### src/rtl/lsu_pkg.sv
// Shared types and constants for the load/store sequencer.
// Size decoding lives here so the aligner and the sequencer agree on it.
package lsu_pkg;

    localparam int DATA_W = 32;
    localparam int BE_W   = 4;

    typedef enum logic [1:0] {
        IDLE = 2'd0,
        ACC0 = 2'd1,
        ACC1 = 2'd2,
        DONE = 2'd3
    } state_e;

    localparam logic [1:0] SZ_B   = 2'b00;
    localparam logic [1:0] SZ_H   = 2'b01;
    localparam logic [1:0] SZ_W   = 2'b10;
    localparam logic [1:0] SZ_ILL = 2'b11;

    // Access size in bytes; the illegal code maps to 0 so it produces an empty mask.
    function automatic logic [3:0] size_bytes(input logic [1:0] sz);
        case (sz)
            SZ_B:    size_bytes = 4'd1;
            SZ_H:    size_bytes = 4'd2;
            SZ_W:    size_bytes = 4'd4;
            default: size_bytes = 4'd0;
        endcase
    endfunction

endpackage

### src/rtl/lsu_align.sv
// Combinational alignment datapath: split detection, two-beat byte mask,
// two-beat store data, and merge of returned read words back to offset 0.
module lsu_align
    import lsu_pkg::*;
(
    input  logic [1:0]          size_i,
    input  logic [1:0]          off_i,
    input  logic [DATA_W-1:0]   wdata_i,
    input  logic [2*DATA_W-1:0] rd64_i,
    output logic                split_o,
    output logic [2*BE_W-1:0]   m8_o,
    output logic [2*DATA_W-1:0] w64_o,
    output logic [DATA_W-1:0]   rdata_o
);

    logic [3:0] nbytes;
    logic [7:0] base_mask;
    logic [5:0] bit_off;

    assign nbytes    = size_bytes(size_i);
    assign base_mask = (8'd1 << nbytes) - 8'd1;
    assign bit_off   = {1'b0, off_i, 3'b000};

    assign split_o = ({2'b00, off_i} + nbytes) > 4'd4;
    assign m8_o    = base_mask << off_i;
    assign w64_o   = {{DATA_W{1'b0}}, wdata_i} << bit_off;
    assign rdata_o = DATA_W'(rd64_i >> bit_off);

endmodule

### src/rtl/lsu_seq.sv
// Load/store sequencer: latches one command, issues one or two word-aligned
// bus beats over req/ack, and returns the merged load word right-aligned.
module lsu_seq
    import lsu_pkg::*;
#(
    parameter int MP_DATA_WIDTH = 32
) (
    input  logic                     iclk,
    input  logic                     irst_n,
    input  logic                     ivalid,
    input  logic                     iwe,
    input  logic [2:0]               ifunct3,
    input  logic [MP_DATA_WIDTH-1:0] iaddr,
    input  logic [MP_DATA_WIDTH-1:0] iwdata,
    output logic                     obusy,
    output logic                     odone,
    output logic                     oerr,
    output logic [MP_DATA_WIDTH-1:0] ordata,
    output logic                     omem_req,
    output logic                     omem_we,
    output logic [MP_DATA_WIDTH-1:0] omem_addr,
    output logic [MP_DATA_WIDTH-1:0] omem_wdata,
    output logic [BE_W-1:0]          omem_be,
    input  logic                     imem_ack,
    input  logic [MP_DATA_WIDTH-1:0] imem_rdata
);

    state_e              state_q;
    logic [1:0]          off_q;
    logic                split_q;
    logic                we_q;
    logic [DATA_W-1:0]   rd0_q;
    logic [DATA_W-1:0]   addr2_q;
    logic [BE_W-1:0]     be2_q;
    logic [DATA_W-1:0]   wdata2_q;

    logic                obusy_q, odone_q, oerr_q;
    logic [DATA_W-1:0]   ordata_q;
    logic                req_q, mwe_q;
    logic [DATA_W-1:0]   maddr_q, mwdata_q;
    logic [BE_W-1:0]     mbe_q;

    logic                split;
    logic [2*BE_W-1:0]   m8;
    logic [2*DATA_W-1:0] w64;
    logic [DATA_W-1:0]   merged;
    logic [1:0]          off_sel;
    logic [2*DATA_W-1:0] rd64;
    logic [DATA_W-1:0]   word_addr;

    // Sign extension is the downstream load decoder's job; only size matters here.
    logic unused_sign;
    assign unused_sign = ifunct3[2];

    assign word_addr = {iaddr[DATA_W-1:2], 2'b00};
    // Live offset while accepting, latched offset while merging returned data.
    assign off_sel   = (state_q == IDLE) ? iaddr[1:0] : off_q;
    assign rd64      = (state_q == ACC1) ? {imem_rdata, rd0_q}
                                         : {{DATA_W{1'b0}}, imem_rdata};

    lsu_align u_align (
        .size_i  (ifunct3[1:0]),
        .off_i   (off_sel),
        .wdata_i (iwdata),
        .rd64_i  (rd64),
        .split_o (split),
        .m8_o    (m8),
        .w64_o   (w64),
        .rdata_o (merged)
    );

    always_ff @(posedge iclk or negedge irst_n) begin
        if (!irst_n) begin
            state_q  <= IDLE;
            off_q    <= 2'b00;
            split_q  <= 1'b0;
            we_q     <= 1'b0;
            rd0_q    <= '0;
            addr2_q  <= '0;
            be2_q    <= '0;
            wdata2_q <= '0;
            obusy_q  <= 1'b0;
            odone_q  <= 1'b0;
            oerr_q   <= 1'b0;
            ordata_q <= '0;
            req_q    <= 1'b0;
            mwe_q    <= 1'b0;
            maddr_q  <= '0;
            mwdata_q <= '0;
            mbe_q    <= '0;
        end else begin
            case (state_q)
                IDLE: begin
                    if (ivalid) begin
                        obusy_q <= 1'b1;
                        off_q   <= iaddr[1:0];
                        we_q    <= iwe;
                        split_q <= split;
                        if (ifunct3[1:0] == SZ_ILL) begin
                            oerr_q  <= 1'b1;
                            odone_q <= 1'b1;
                            state_q <= DONE;
                        end else begin
                            oerr_q   <= 1'b0;
                            req_q    <= 1'b1;
                            mwe_q    <= iwe;
                            maddr_q  <= word_addr;
                            mbe_q    <= m8[BE_W-1:0];
                            mwdata_q <= w64[DATA_W-1:0];
                            addr2_q  <= word_addr + 32'd4;
                            be2_q    <= m8[2*BE_W-1:BE_W];
                            wdata2_q <= w64[2*DATA_W-1:DATA_W];
                            state_q  <= ACC0;
                        end
                    end
                end
                ACC0: begin
                    if (imem_ack) begin
                        rd0_q <= imem_rdata;
                        if (split_q) begin
                            // Request stays high and flips straight to the second beat.
                            maddr_q  <= addr2_q;
                            mbe_q    <= be2_q;
                            mwdata_q <= wdata2_q;
                            state_q  <= ACC1;
                        end else begin
                            req_q   <= 1'b0;
                            odone_q <= 1'b1;
                            if (!we_q) ordata_q <= merged;
                            state_q <= DONE;
                        end
                    end
                end
                ACC1: begin
                    if (imem_ack) begin
                        req_q   <= 1'b0;
                        odone_q <= 1'b1;
                        if (!we_q) ordata_q <= merged;
                        state_q <= DONE;
                    end
                end
                DONE: begin
                    odone_q <= 1'b0;
                    oerr_q  <= 1'b0;
                    obusy_q <= 1'b0;
                    state_q <= IDLE;
                end
                default: state_q <= IDLE;
            endcase
        end
    end

    assign obusy      = obusy_q;
    assign odone      = odone_q;
    assign oerr       = oerr_q;
    assign ordata     = ordata_q;
    assign omem_req   = req_q;
    assign omem_we    = mwe_q;
    assign omem_addr  = maddr_q;
    assign omem_wdata = mwdata_q;
    assign omem_be    = mbe_q;

endmodule

### config.mk
export PLATFORM = sky130hd
export DESIGN_NAME = lsu_seq
export DESIGN_NICKNAME = d
export VERILOG_FILES = /design/src/rtl/lsu_pkg.sv /design/src/rtl/lsu_align.sv /design/src/rtl/lsu_seq.sv
export SDC_FILE = /design/constraint.sdc
export NUM_CORES = 1
export LEC_CHECK = 0
export CORE_ASPECT_RATIO = 0.9
export CORE_UTILIZATION = 47
export DETAILED_ROUTE_END_ITERATION = 10
export MAX_ROUTING_LAYER = met4
export PLACE_DENSITY = 0.77
export SETUP_SLACK_MARGIN = 0.02
export SLEW_MARGIN = 20
export SYNTH_ARGS = -nofsm -noshare
export SYNTH_HDL_FRONTEND = slang
export SYNTH_SLANG_ARGS = --single-unit
### constraint.sdc
create_clock -name iclk -period 2.5 [get_ports iclk]
set_input_delay 0.5 -clock iclk [delete_from_list [all_inputs] [get_ports iclk]]
set_output_delay 0.5 -clock iclk [all_outputs]
set_load 0.05 [all_outputs]
==> results.txt, run 1 <==
----------------------------------------------------
[Placed design]
  Routability Congestion ... 0.905
  Worst setup slack after placement ... -0.0994 ns
  Buffers added on ports ... 205
  Post-detailed-placement half-perimeter wirelength ... 20500 um

[Synthesis]
  Library cells used by synthesis ... 57
  Proportion of register bits with asynchronous set or reset after synthesis ... 100%
  EDFF count, synth ... 0
  Cell types with the highest counts after synthesis ... sky130_fd_sc_hd__dfrtp_1 (199), sky130_fd_sc_hd__nand2_1 (147), sky130_fd_sc_hd__o21ai_0 (111)
  Simple logic cell fraction of the synthesized area ... 13.3%
  Post-synthesis area per instance ... 10.2 sq um
  Top cell type by total area after synthesis ... sky130_fd_sc_hd__dfrtp_1
  Adder-cell share of the synthesized area ... 1.72%
  Main combinational cell family by area after synthesis ... multiplexers
  Post-synthesis compound-gate area fraction ... 15.6%
  Sequential fraction of the synthesis area ... 46.8%
  Count leader, synth ... sky130_fd_sc_hd__dfrtp_1
  Parity-gate share of the synthesized area counting xor and xnor cells ... 1.07%
  Share of Yosys cell area claimed by the top area cell type ... 46.8%
  Synthesized instance count ... 1046
  Leading register cell type out of synthesis ... sky130_fd_sc_hd__dfrtp_1
  Post-synthesis sequential element count ... 199
  Proportion of synthesized area in mux cells ... 17.7%
  Syn Std Cell Area ... 10600 sq um
  Number of synthesis warnings ... 0
  Leading post-synthesis cells by cell area ... sky130_fd_sc_hd__dfrtp_1 (47%), sky130_fd_sc_hd__mux2i_1 (6.2%), sky130_fd_sc_hd__mux2_2 (5.9%)

[Detailed routing]
  DRC violation count after routing ... 0
  Vias/cell ... 5.78
  First-pass DRT Iterations ... 7
  Total number of vias ... 9097
  Wire length per cell ... 18.4 um
  Number of violations reported at the end of detailed-routing iteration 0 ... 640
  Number of routed nets with antenna violations ... 0
  Sum of routed wire length over all layers ... 29000 um

[STA]
  Post-Route Skew ... 0.00972 ns
  Final setup vio count ... 0
  Setup slack after layout ... 0.203 ns
  Fraction of the cycle the final worst path needs ... 91.9%
  Number of pins exceeding their max-slew limit in the final report ... 0
  Minimum clock period ... 2.30 ns
  Max Clock Freq ... 435 MHz
  Headroom to the max-slew limit ... 53.5%
  Setup repair after global routing missed its margin ... false
  Transition at the pin with the smallest max-transition slack ... 0.696 ns
  Final hold viol count ... 0

[CTS]
  TritonCTS clock tree ... done
  Number of levels the H-tree was split into ... 4
  Clock root buffer master ... sky130_fd_sc_hd__clkbuf_16
  CTS sink cnt ... 199
  CTS Buffer Depth ... 2
  Cts-stage hold buffer count ... 0
  Setup bufs post-CTS ... 0
  Clk Latency, worst-skew pair ... 0.43 ns
  Inserted Clock Buffers ... 17
  Post-cts repair resize count ... 0
  Register clock-pin slew on the reported worst setup and hold paths ... 0.07 ns

[Global route]
  Via count of the first global-routing pass ... 9277
  Pin count of the biggest net entering global routing ... 68
  Residual overflow from global routing ... 0
  GRT Resource Usage Total ... 26.6%
  Global-route wire length before repair ... 47400 um
  Initial antenna violation count ... 3

[Power]
  Share of power burned in the clock network ... 12.5%
  Worst voltage drop across the vdd grid ... 0.876 mV
  Combinational share of power ... 59.6%
  Leakage dissipation ... 5.82 nW
  Post-layout power ... 20.7 mW
  Power Density ... 1470 nW/um^2
  Psw ... 9.67 mW
  Sw frac ... 46.8%
  Internal Pwr Total ... 11.0 mW
  Seq pwr share ... 27.9%

[Die]
  Starting Density ... 48.5%
  Std-Cell Core Area ... 22000 sq um
  Height of the chip ... 145 um
  Number of primary I/O pins ... 209
  # rows ... 51
  Total die area ... 23300 sq um
  Chip width ... 161 um

[Critical path]
  Endpoint kind of the worst setup timing path ... flop
  Arrival @ worst endpoint ... 2.59 ns
  Launching element type of the critical path ... flop
  Crit Path Category ... flop to flop
  Highest fanout seen on the critical path ... 17
  Required time of the critical path ... 2.80 ns

[Final layout]
  Area growth from synthesis to layout ... 32.2%
  Filler Cells Inserted ... 1739
  Layout cells sized above 1 ... 16.6%
  Total Nets Final ... 1385

[Status]
  Run status ... finished, final reports clean

[Hold path]
  Worst Hold Class ... primary input to async pin

[Job]
  Reported max-cap violation count ... 0

----------------------------------------------------
[power by group through the flow]
stage / Clock (mW) / Combinational, mW / Sequential [mW]
3_5_place_dp: 0 / 12.3 / 5.80
3_3_place_gp: 0 / 12.0 / 5.73
5_1_grt: 2.79 / 13.3 / 5.94
4_1_cts: 2.66 / 12.3 / 5.75
6_report: 2.58 / 12.3 / 5.76
2_1_floorplan: 0 / 5.71 / 8.39
[worst paths after layout]
path	from	cells after the start	to	slack, ns
setup reg to reg	state_q[1]	7	omem_wdata[22]	0.20
hold / removal	irst_n	1	omem_wdata[11]	0.06
setup / recovery	state_q[1]	7	omem_wdata[22]	0.20
max in group asynchronous	irst_n	2	addr2_q[2]	1.78
hold reg to reg	omem_we	2	omem_we	0.48
min in group iclk	omem_we	2	omem_we	0.48
[cell families (layout without fill, tap and decap cells)]
| kind of cell | count (synthesis) | after routing |
|---|---|---|
| compound gates | 255 | 255 |
| xor+xnor | 13 | 13 |
| fa+ha+maj | 14 | 14 |
| buf+inv | 98 | 329 |
| flops | 199 | 199 |
| mux | 151 | 151 |
| other cells | 1 | 6 |
| simple gates | 315 | 315 |
[per-layer routing]
layer  up-vias  wire length, um  track usage [%]
li1       4275                -                -
met1      4444            12500             33.6
met2       322            13900             42.4
met3        56             1900             6.07
met4         0              710             9.57
met5         -                0                -
[registers in the layout, indices dropped and copies added, names as in the netlist]
register,cells
obusy,1
ordata,32
oerr,1
wdata2_q,24
omem_wdata,32
omem_we,1
split_q,1
odone,1
omem_be,4
omem_req,1
addr2_q,30
be2_q,4
state_q,2
omem_addr,30
off_q,2
rd0_q,32
we_q,1
[cells in the final DEF (no fill, tap or decap), drive strengths merged, types with 8 or more instances in the layout]
master / instances
a211oi: 8
a21oi: 16
a221oi: 19
a22o: 11
a22oi: 10
a2bb2oi: 9
a31oi: 31
a32oi: 8
and3: 11
buf: 77
clkbuf: 19
clkdlybuf4s50: 204
dfrtp: 199
ha: 13
inv: 24
mux2: 61
mux2i: 66
mux4: 24
nand2: 147
nand3: 16
nand4: 10
nor2: 88
nor3b: 9
o21ai: 111
o221a: 8
o31ai: 15
or4: 16
xnor2: 9
[worst max-delay path, stage by stage, from the launching register on]
cell	delay, ns
sky130_fd_sc_hd__dfrtp_1	0.37
sky130_fd_sc_hd__inv_1	0.15
sky130_fd_sc_hd__ha_4	0.22
sky130_fd_sc_hd__mux2i_4	0.29
sky130_fd_sc_hd__buf_4	0.28
sky130_fd_sc_hd__mux2_2	0.38
sky130_fd_sc_hd__a211oi_1	0.32
sky130_fd_sc_hd__o21ai_0	0.15
[through the flow]
step | utilization (%) | area [sq um] | setup TNS [ns] | hold slack [ns] | instances
2_1_floorplan | - | 10700 | -0.00176 | 0.204 | 1047
3_3_place_gp | 61.6 | 13500 | -0.234 | 0.456 | 1539
3_5_place_dp | 61.6 | 13500 | -0.698 | 0.465 | 1539
4_1_cts | 64.0 | 14100 | 0 | 0.0656 | 1569
5_1_grt | 64.1 | 14100 | 0 | 0.0733 | 1572
6_report | 64.1 | 14100 | 0 | 0.0621 | 1573
[area by class of cell]
class                      count  area, sq um  share of cell area (%)
multi-input combinational    750         5370                    38.2
sequential                   199         4980                    35.4
timing repair buffer         282         2750                    19.5
clock buffer                  18          429                    3.05
tap                          291          364                    2.59
clock inverter                12          110                   0.782
inverter                      17         66.3                   0.471
antenna                        4         10.0                  0.0711
(Power assumes the default switching activity.)
==> run 2: changes to the inputs <==
--- a/config.mk
+++ b/config.mk
@@ -6,7 +6,8 @@
 export NUM_CORES = 1
 export LEC_CHECK = 0
 export CORE_ASPECT_RATIO = 0.9
-export CORE_UTILIZATION = 47
+export CORE_UTILIZATION = 48
+export CTS_CLUSTER_DIAMETER = 100
 export DETAILED_ROUTE_END_ITERATION = 10
 export MAX_ROUTING_LAYER = met4
 export PLACE_DENSITY = 0.77
@@ -14,4 +15,5 @@
 export SLEW_MARGIN = 20
 export SYNTH_ARGS = -nofsm -noshare
 export SYNTH_HDL_FRONTEND = slang
+export SYNTH_HIERARCHICAL = 1
 export SYNTH_SLANG_ARGS = --single-unit
==> run 2 against run 1 <==
Net effect:
- the flow now finishes with violations (design-rule violations)
- combinational power up 8%
- non-clock buffer count down 10
- worst hold slack better by 0.41 ns
- setup slack worse by 0.054 ns
- flip-flop and latch count up 8
- wire length down 0.48%
- fmax down 2.3%
- synthesized cell count up 3.0%
- largest cell class unchanged
==> results.txt, run 2 <==
----------------------------------------------------
[Status]
  Run status ... complete, but fails checks
  Violated checks ... design-rule violations

[Global route]
  Initial antenna violation count ... 0
  Residual overflow from global routing ... 0
  Pin count of the biggest net entering global routing ... 69
  Global-route wire length before repair ... 46100 um
  Via count of the first global-routing pass ... 9079
  GRT Resource Usage Total ... 24.3%

[Die]
  Chip width ... 165 um
  Number of primary I/O pins ... 209
  Height of the chip ... 149 um
  # rows ... 53
  Starting Density ... 49.0%
  Total die area ... 24600 sq um
  Std-Cell Core Area ... 23500 sq um

[Final layout]
  Number of non-filler instances in the completed layout ... 1618
  Final cell utilization of the core ... 64.1%
  Total Nets Final ... 1417
  Filler Cells Inserted ... 1824
  Layout cells sized above 1 ... 19.8%
  Most used cells in the layout excluding fill and tap cells ... sky130_fd_sc_hd__dfrtp_1 (205), sky130_fd_sc_hd__clkdlybuf4s50_1 (204), sky130_fd_sc_hd__nand2_1 (145)
  Combined flip-flop and latch cell area ... 5180 sq um
  Most common cell after layout, fill and taps aside ... sky130_fd_sc_hd__dfrtp_1
  Area growth from synthesis to layout ... 30.7%
  Diodes inserted ... 0
  Multi-input gate area ... 5840 sq um

[Hold path]
  Worst Hold Class ... flop to flop

[Placed design]
  Post-placement cell count ... 1573
  Post-detailed-placement half-perimeter wirelength ... 20200 um
  Routability Congestion ... 0.925
  Buffers added on ports ... 205

[Synthesis]
  Post-synthesis area per instance ... 10.7 sq um
  Synthesized instance count ... 1077
  Number of synthesis warnings ... 6
  Syn Std Cell Area ... 11500 sq um

[CTS]
  CTS sink cnt ... 207
  Number of levels the H-tree was split into ... 1
  CTS Buffer Depth ... 3
  TritonCTS clock tree ... done
  Clk Latency, worst-skew pair ... 0.51 ns
  Setup bufs post-CTS ... 0
  Register clock-pin slew on the reported worst setup and hold paths ... 0.06 ns
  Clock root buffer master ... sky130_fd_sc_hd__clkbuf_16
  Inserted Clock Buffers ... 24

[Detailed routing]
  First-pass DRT Iterations ... 8
  DRC violation count after routing ... 26
  Vias/cell ... 5.56
  Wire length per cell ... 17.8 um
  Number of violations reported at the end of detailed-routing iteration 0 ... 641
  Number of routed nets with antenna violations ... 0
  Total number of vias ... 8990
  Sum of routed wire length over all layers ... 28800 um

[STA]
  Max Clock Freq ... 426 MHz
  Final setup vio count ... 0
  Setup repair after global routing missed its margin ... false
  Headroom to the max-slew limit ... 61.3%
  Final sum of negative setup slack ... 0 ns
  Post-Route Skew ... 0.0185 ns
  Fraction of the cycle the final worst path needs ... 94.0%
  Number of pins exceeding their max-slew limit in the final report ... 0
  Transition at the pin with the smallest max-transition slack ... 0.578 ns
  Final hold viol count ... 0
  Minimum clock period ... 2.35 ns

[Critical path]
  Delay of the slowest critical-path stage ... 0.48 ns
  Cells along the critical path ... inv_2, ha_2, buf_12, mux2_2, mux4_2, mux2_2
  Required time of the critical path ... 2.88 ns
  Arrival @ worst endpoint ... 2.73 ns
  Number of buffers and inverters on the critical path ... 2
  Critical-path cell with the highest stage delay ... sky130_fd_sc_hd__mux4_2
  Crit Path Category ... flop to flop
  Worst path most repeated cell ... sky130_fd_sc_hd__mux2_2
  Endpoint kind of the worst setup timing path ... flop
  Launching element type of the critical path ... flop
  Top Family by Delay on Critical Path ... multiplexers
  Highest fanout seen on the critical path ... 58

[Power]
  Worst voltage drop across the vdd grid ... 0.999 mV
  Leakage dissipation ... 6.41 nW
  Post-layout power ... 22.9 mW
  Power Density ... 1520 nW/um^2

[Job]
  Reported max-cap violation count ... 0

----------------------------------------------------
-- run 2: cell count changes in the layout (fill, tap and decap cells not counted), moves of 9 or more --
cell and delta:
sky130_fd_sc_hd__a2bb2oi_1 -9, sky130_fd_sc_hd__o2bb2ai_1 +16, sky130_fd_sc_hd__a31oi_1 -16, sky130_fd_sc_hd__a21oi_1 +57, sky130_fd_sc_hd__clkbuf_8 +9, sky130_fd_sc_hd__a22oi_1 -9
sky130_fd_sc_hd__a221oi_1 -17, sky130_fd_sc_hd__nor2_1 +18, sky130_fd_sc_hd__mux2_2 +42, sky130_fd_sc_hd__mux2i_1 +36, sky130_fd_sc_hd__nor3b_1 -9, sky130_fd_sc_hd__buf_4 -20
sky130_fd_sc_hd__and2_1 +30, sky130_fd_sc_hd__o21ai_0 -85
-- run 2: path summary, 6_finish.rpt --
| path | slack, ns | cells past startpoint | to | from |
|---|---|---|---|---|
| worst min-delay path | 0.47 | 2 | omem_we | omem_we |
| max in group asynchronous | 1.30 | 3 | ordata[6] | irst_n |
| worst max-delay path | 0.15 | 6 | ordata[19] | state_q[0] |
| worst min register to register | 0.47 | 2 | omem_we | omem_we |
| min in group asynchronous | 0.53 | 2 | omem_addr[19] | irst_n |
| worst max register to register | 0.15 | 6 | ordata[19] | state_q[0] |
-- run 2: power by group --
part	switching, mW	internal, mW
clock	1.40	2.19
sequential	0.925	5.03
combinational	7.60	5.73
-- run 2: final cells by class --
class | instances | share of cell area [%]
Sequential cell | 207 | 34.4
Tap cell | 302 | 2.51
Multi-Input combinational cell | 779 | 38.8
Clock inverter | 7 | 0.416
Clock buffer | 37 | 5.05
Timing Repair Buffer | 272 | 18.5
Inverter | 14 | 0.366
-- run 2: per-layer routing --
layer | vias up | share of wire, % | GRT usage (%)
li1 | 4239 | - | -
met1 | 4435 | 44 | 32.2
met2 | 261 | 47 | 38.4
met3 | 55 | 5.8 | 3.86
met4 | 0 | 2.6 | 7.61
met5 | - | 0 | -
-- run 2: timing repair --
action,4_1_cts,5_1_grt
hold buffers,1,0
gates resized for setup,0,3
hold endpoints to repair,26,0
endpoints found under the setup margin,0,4
-- run 2: through the flow --
step / hold WS [ns] / setup WS, ns / instance area (sq um)
after global routing: 0.498 / 0.0538 / 15100
after detailed placement: 0.463 / -0.0630 / 14200
after floorplan: 0.204 / -0.0172 / 11600
after CTS: 0.478 / 0.147 / 15000
final: 0.473 / 0.150 / 15100
after global placement: 0.458 / -0.0555 / 14200
-- run 2: worst min-delay path, delay by kind of cell, from the launching register on --
family	cells	cell delay, ns
flip-flops	1	0.34
AND/OR/NAND/NOR	2	0.11
==> run 3: changes to the inputs <==
--- a/config.mk
+++ b/config.mk
@@ -11,7 +11,6 @@
 export DETAILED_ROUTE_END_ITERATION = 10
 export MAX_ROUTING_LAYER = met4
 export PLACE_DENSITY = 0.77
-export SETUP_SLACK_MARGIN = 0.02
 export SLEW_MARGIN = 20
 export SYNTH_ARGS = -nofsm -noshare
 export SYNTH_HDL_FRONTEND = slang
==> run 3 against run 2 <==
Net effect:
- the flow still finishes with violations (design-rule violations)
- sequential share of layout area about the same
- global-route usage is the same
- setup slack lost 0.0017 ns
- core utilization about the same
- fmax barely moved
- wire length decreased by 0.36%
- die area stayed put
- final cell count stayed put
- flip-flop and latch count is the same
- critical endpoint is now ordata[11]
- first-iteration DRC count is 5.6% lower
- largest power group unchanged
- largest cell class unchanged
==> results.txt, run 3 (synthesized netlist as in run 2, its figures left out) <==
----------------------------------------------------
[Status]
  Run status ... complete, but fails checks
  Violated checks ... design-rule violations

[Detailed routing]
  Sum of routed wire length over all layers ... 28700 um
  Number of routed nets with antenna violations ... 0
  Total number of vias ... 8975
  Wire length per cell ... 17.8 um
  Number of violations reported at the end of detailed-routing iteration 0 ... 605
  DRC violation count after routing ... 26
  Vias/cell ... 5.55
  First-pass DRT Iterations ... 8

[STA]
  Setup repair after global routing missed its margin ... false
  Final setup vio count ... 0
  Headroom to the max-slew limit ... 61.5%
  Transition at the pin with the smallest max-transition slack ... 0.576 ns
  Number of pins exceeding their max-slew limit in the final report ... 0
  Final Hold Slack ... 0.473 ns
  Post-Route Skew ... 0.0192 ns
  Final hold viol count ... 0
  Fraction of the cycle the final worst path needs ... 94.1%
  Max Clock Freq ... 425 MHz
  Minimum clock period ... 2.35 ns

[Die]
  Std-Cell Core Area ... 23500 sq um
  Chip width ... 165 um
  Height of the chip ... 149 um
  Total die area ... 24600 sq um
  # rows ... 53
  Starting Density ... 49.0%
  Number of primary I/O pins ... 209

[Critical path]
  Critical-path cell with the highest stage delay ... sky130_fd_sc_hd__mux4_2
  Cells along the critical path ... inv_2, ha_2, buf_12, mux2_2, mux4_2, mux2_2
  Arrival @ worst endpoint ... 2.74 ns
  Launching element type of the critical path ... flop
  Crit Path Category ... flop to flop
  Required time of the critical path ... 2.88 ns
  Endpoint kind of the worst setup timing path ... flop
  Delay of the slowest critical-path stage ... 0.47 ns
  Worst path most repeated cell ... sky130_fd_sc_hd__mux2_2
  Highest fanout seen on the critical path ... 58

[CTS]
  Inserted Clock Buffers ... 24
  CTS Buffer Depth ... 3
  TritonCTS clock tree ... done
  Clk Latency, worst-skew pair ... 0.51 ns
  Setup bufs post-CTS ... 0
  Number of levels the H-tree was split into ... 1
  Register clock-pin slew on the reported worst setup and hold paths ... 0.06 ns
  CTS sink cnt ... 207
  Clock root buffer master ... sky130_fd_sc_hd__clkbuf_16

[Placed design]
  Routability Congestion ... 0.925
  Post-placement cell count ... 1573
  Post-detailed-placement half-perimeter wirelength ... 20200 um
  Buffers added on ports ... 205

[Final layout]
  Diodes inserted ... 0
  Number of non-filler instances in the completed layout ... 1618
  Most used cells in the layout excluding fill and tap cells ... sky130_fd_sc_hd__dfrtp_1 (205), sky130_fd_sc_hd__clkdlybuf4s50_1 (204), sky130_fd_sc_hd__nand2_1 (145)
  Layout cells sized above 1 ... 19.7%
  Area growth from synthesis to layout ... 30.7%
  Most common cell after layout, fill and taps aside ... sky130_fd_sc_hd__dfrtp_1
  Filler Cells Inserted ... 1823
  Total Nets Final ... 1417

[Global route]
  Global-route wire length before repair ... 46100 um
  Pin count of the biggest net entering global routing ... 69
  Residual overflow from global routing ... 0
  Initial antenna violation count ... 0
  GRT Resource Usage Total ... 24.3%
  Via count of the first global-routing pass ... 9079

[Power]
  Worst voltage drop across the vdd grid ... 1.00 mV
  Power Density ... 1520 nW/um^2
  Leakage dissipation ... 6.41 nW

[Hold path]
  Worst Hold Class ... flop to flop

[Job]
  Reported max-cap violation count ... 0

----------------------------------------------------
## run 3: through the flow
stage	utilization, %	worst slack [ns]	instance area (sq um)	setup TNS, ns	total power, mW
final	64.1	0.148	15000	0	22.8
after global routing	64.1	0.00729	15000	0	24.2
after CTS	64.1	0.147	15000	0	23.0
after detailed placement	60.5	-0.0630	14200	-0.0630	19.3
after global placement	60.5	-0.0555	14200	-0.0555	19.0
after floorplan	-	-0.0172	11600	-0.0172	15.4
## run 3: per-layer routing
metal	global-route usage, %	up-vias	wire length, um
met5	-	-	0
met4	7.61	0	761
met3	3.86	57	1800
met2	38.4	278	13500
met1	32.2	4400	12600
li1	-	4240	-
## run 3: path summary, 6_finish.rpt
check | slack (ns) | endpoint | depth (start not counted) | start
worst max-delay path | 0.15 | ordata[11] | 6 | state_q[0]
worst min-delay path | 0.47 | omem_we | 2 | omem_we
worst max register to register | 0.15 | ordata[11] | 6 | state_q[0]
worst min register to register | 0.47 | omem_we | 2 | omem_we
max in group asynchronous | 1.31 | ordata[6] | 3 | irst_n
min in group asynchronous | 0.53 | omem_addr[19] | 2 | irst_n
## run 3: cell type report
class,instances,area [sq um],share of cell area (%)
Multi-Input combinational cell,779,5830,38.8
Tap cell,302,378,2.51
Sequential cell,207,5180,34.4
Clock buffer,37,761,5.05
Timing Repair Buffer,272,2780,18.5
Inverter,14,55.1,0.366
Clock inverter,7,62.6,0.416
## run 3: timing repair
action                                 CTS  global route
setup endpoints to repair                0             3
hold buffers                             1             0
resized for setup                        0             2
endpoints found under the hold margin   26             0
## run 3: power by group
part	switching (mW)	internal, mW
Sequential	0.924	5.03
Clock	1.39	2.19
Combinational	7.59	5.72
Total	9.91	12.9
## run 3: critical path, delay by kind of cell (launching register included)
| kind | cells | cell delay, ns |
|---|---|---|
| mux | 3 | 1.18 |
| flops | 1 | 0.46 |
| buf+inv | 2 | 0.35 |
| fa+ha+maj | 1 | 0.20 |
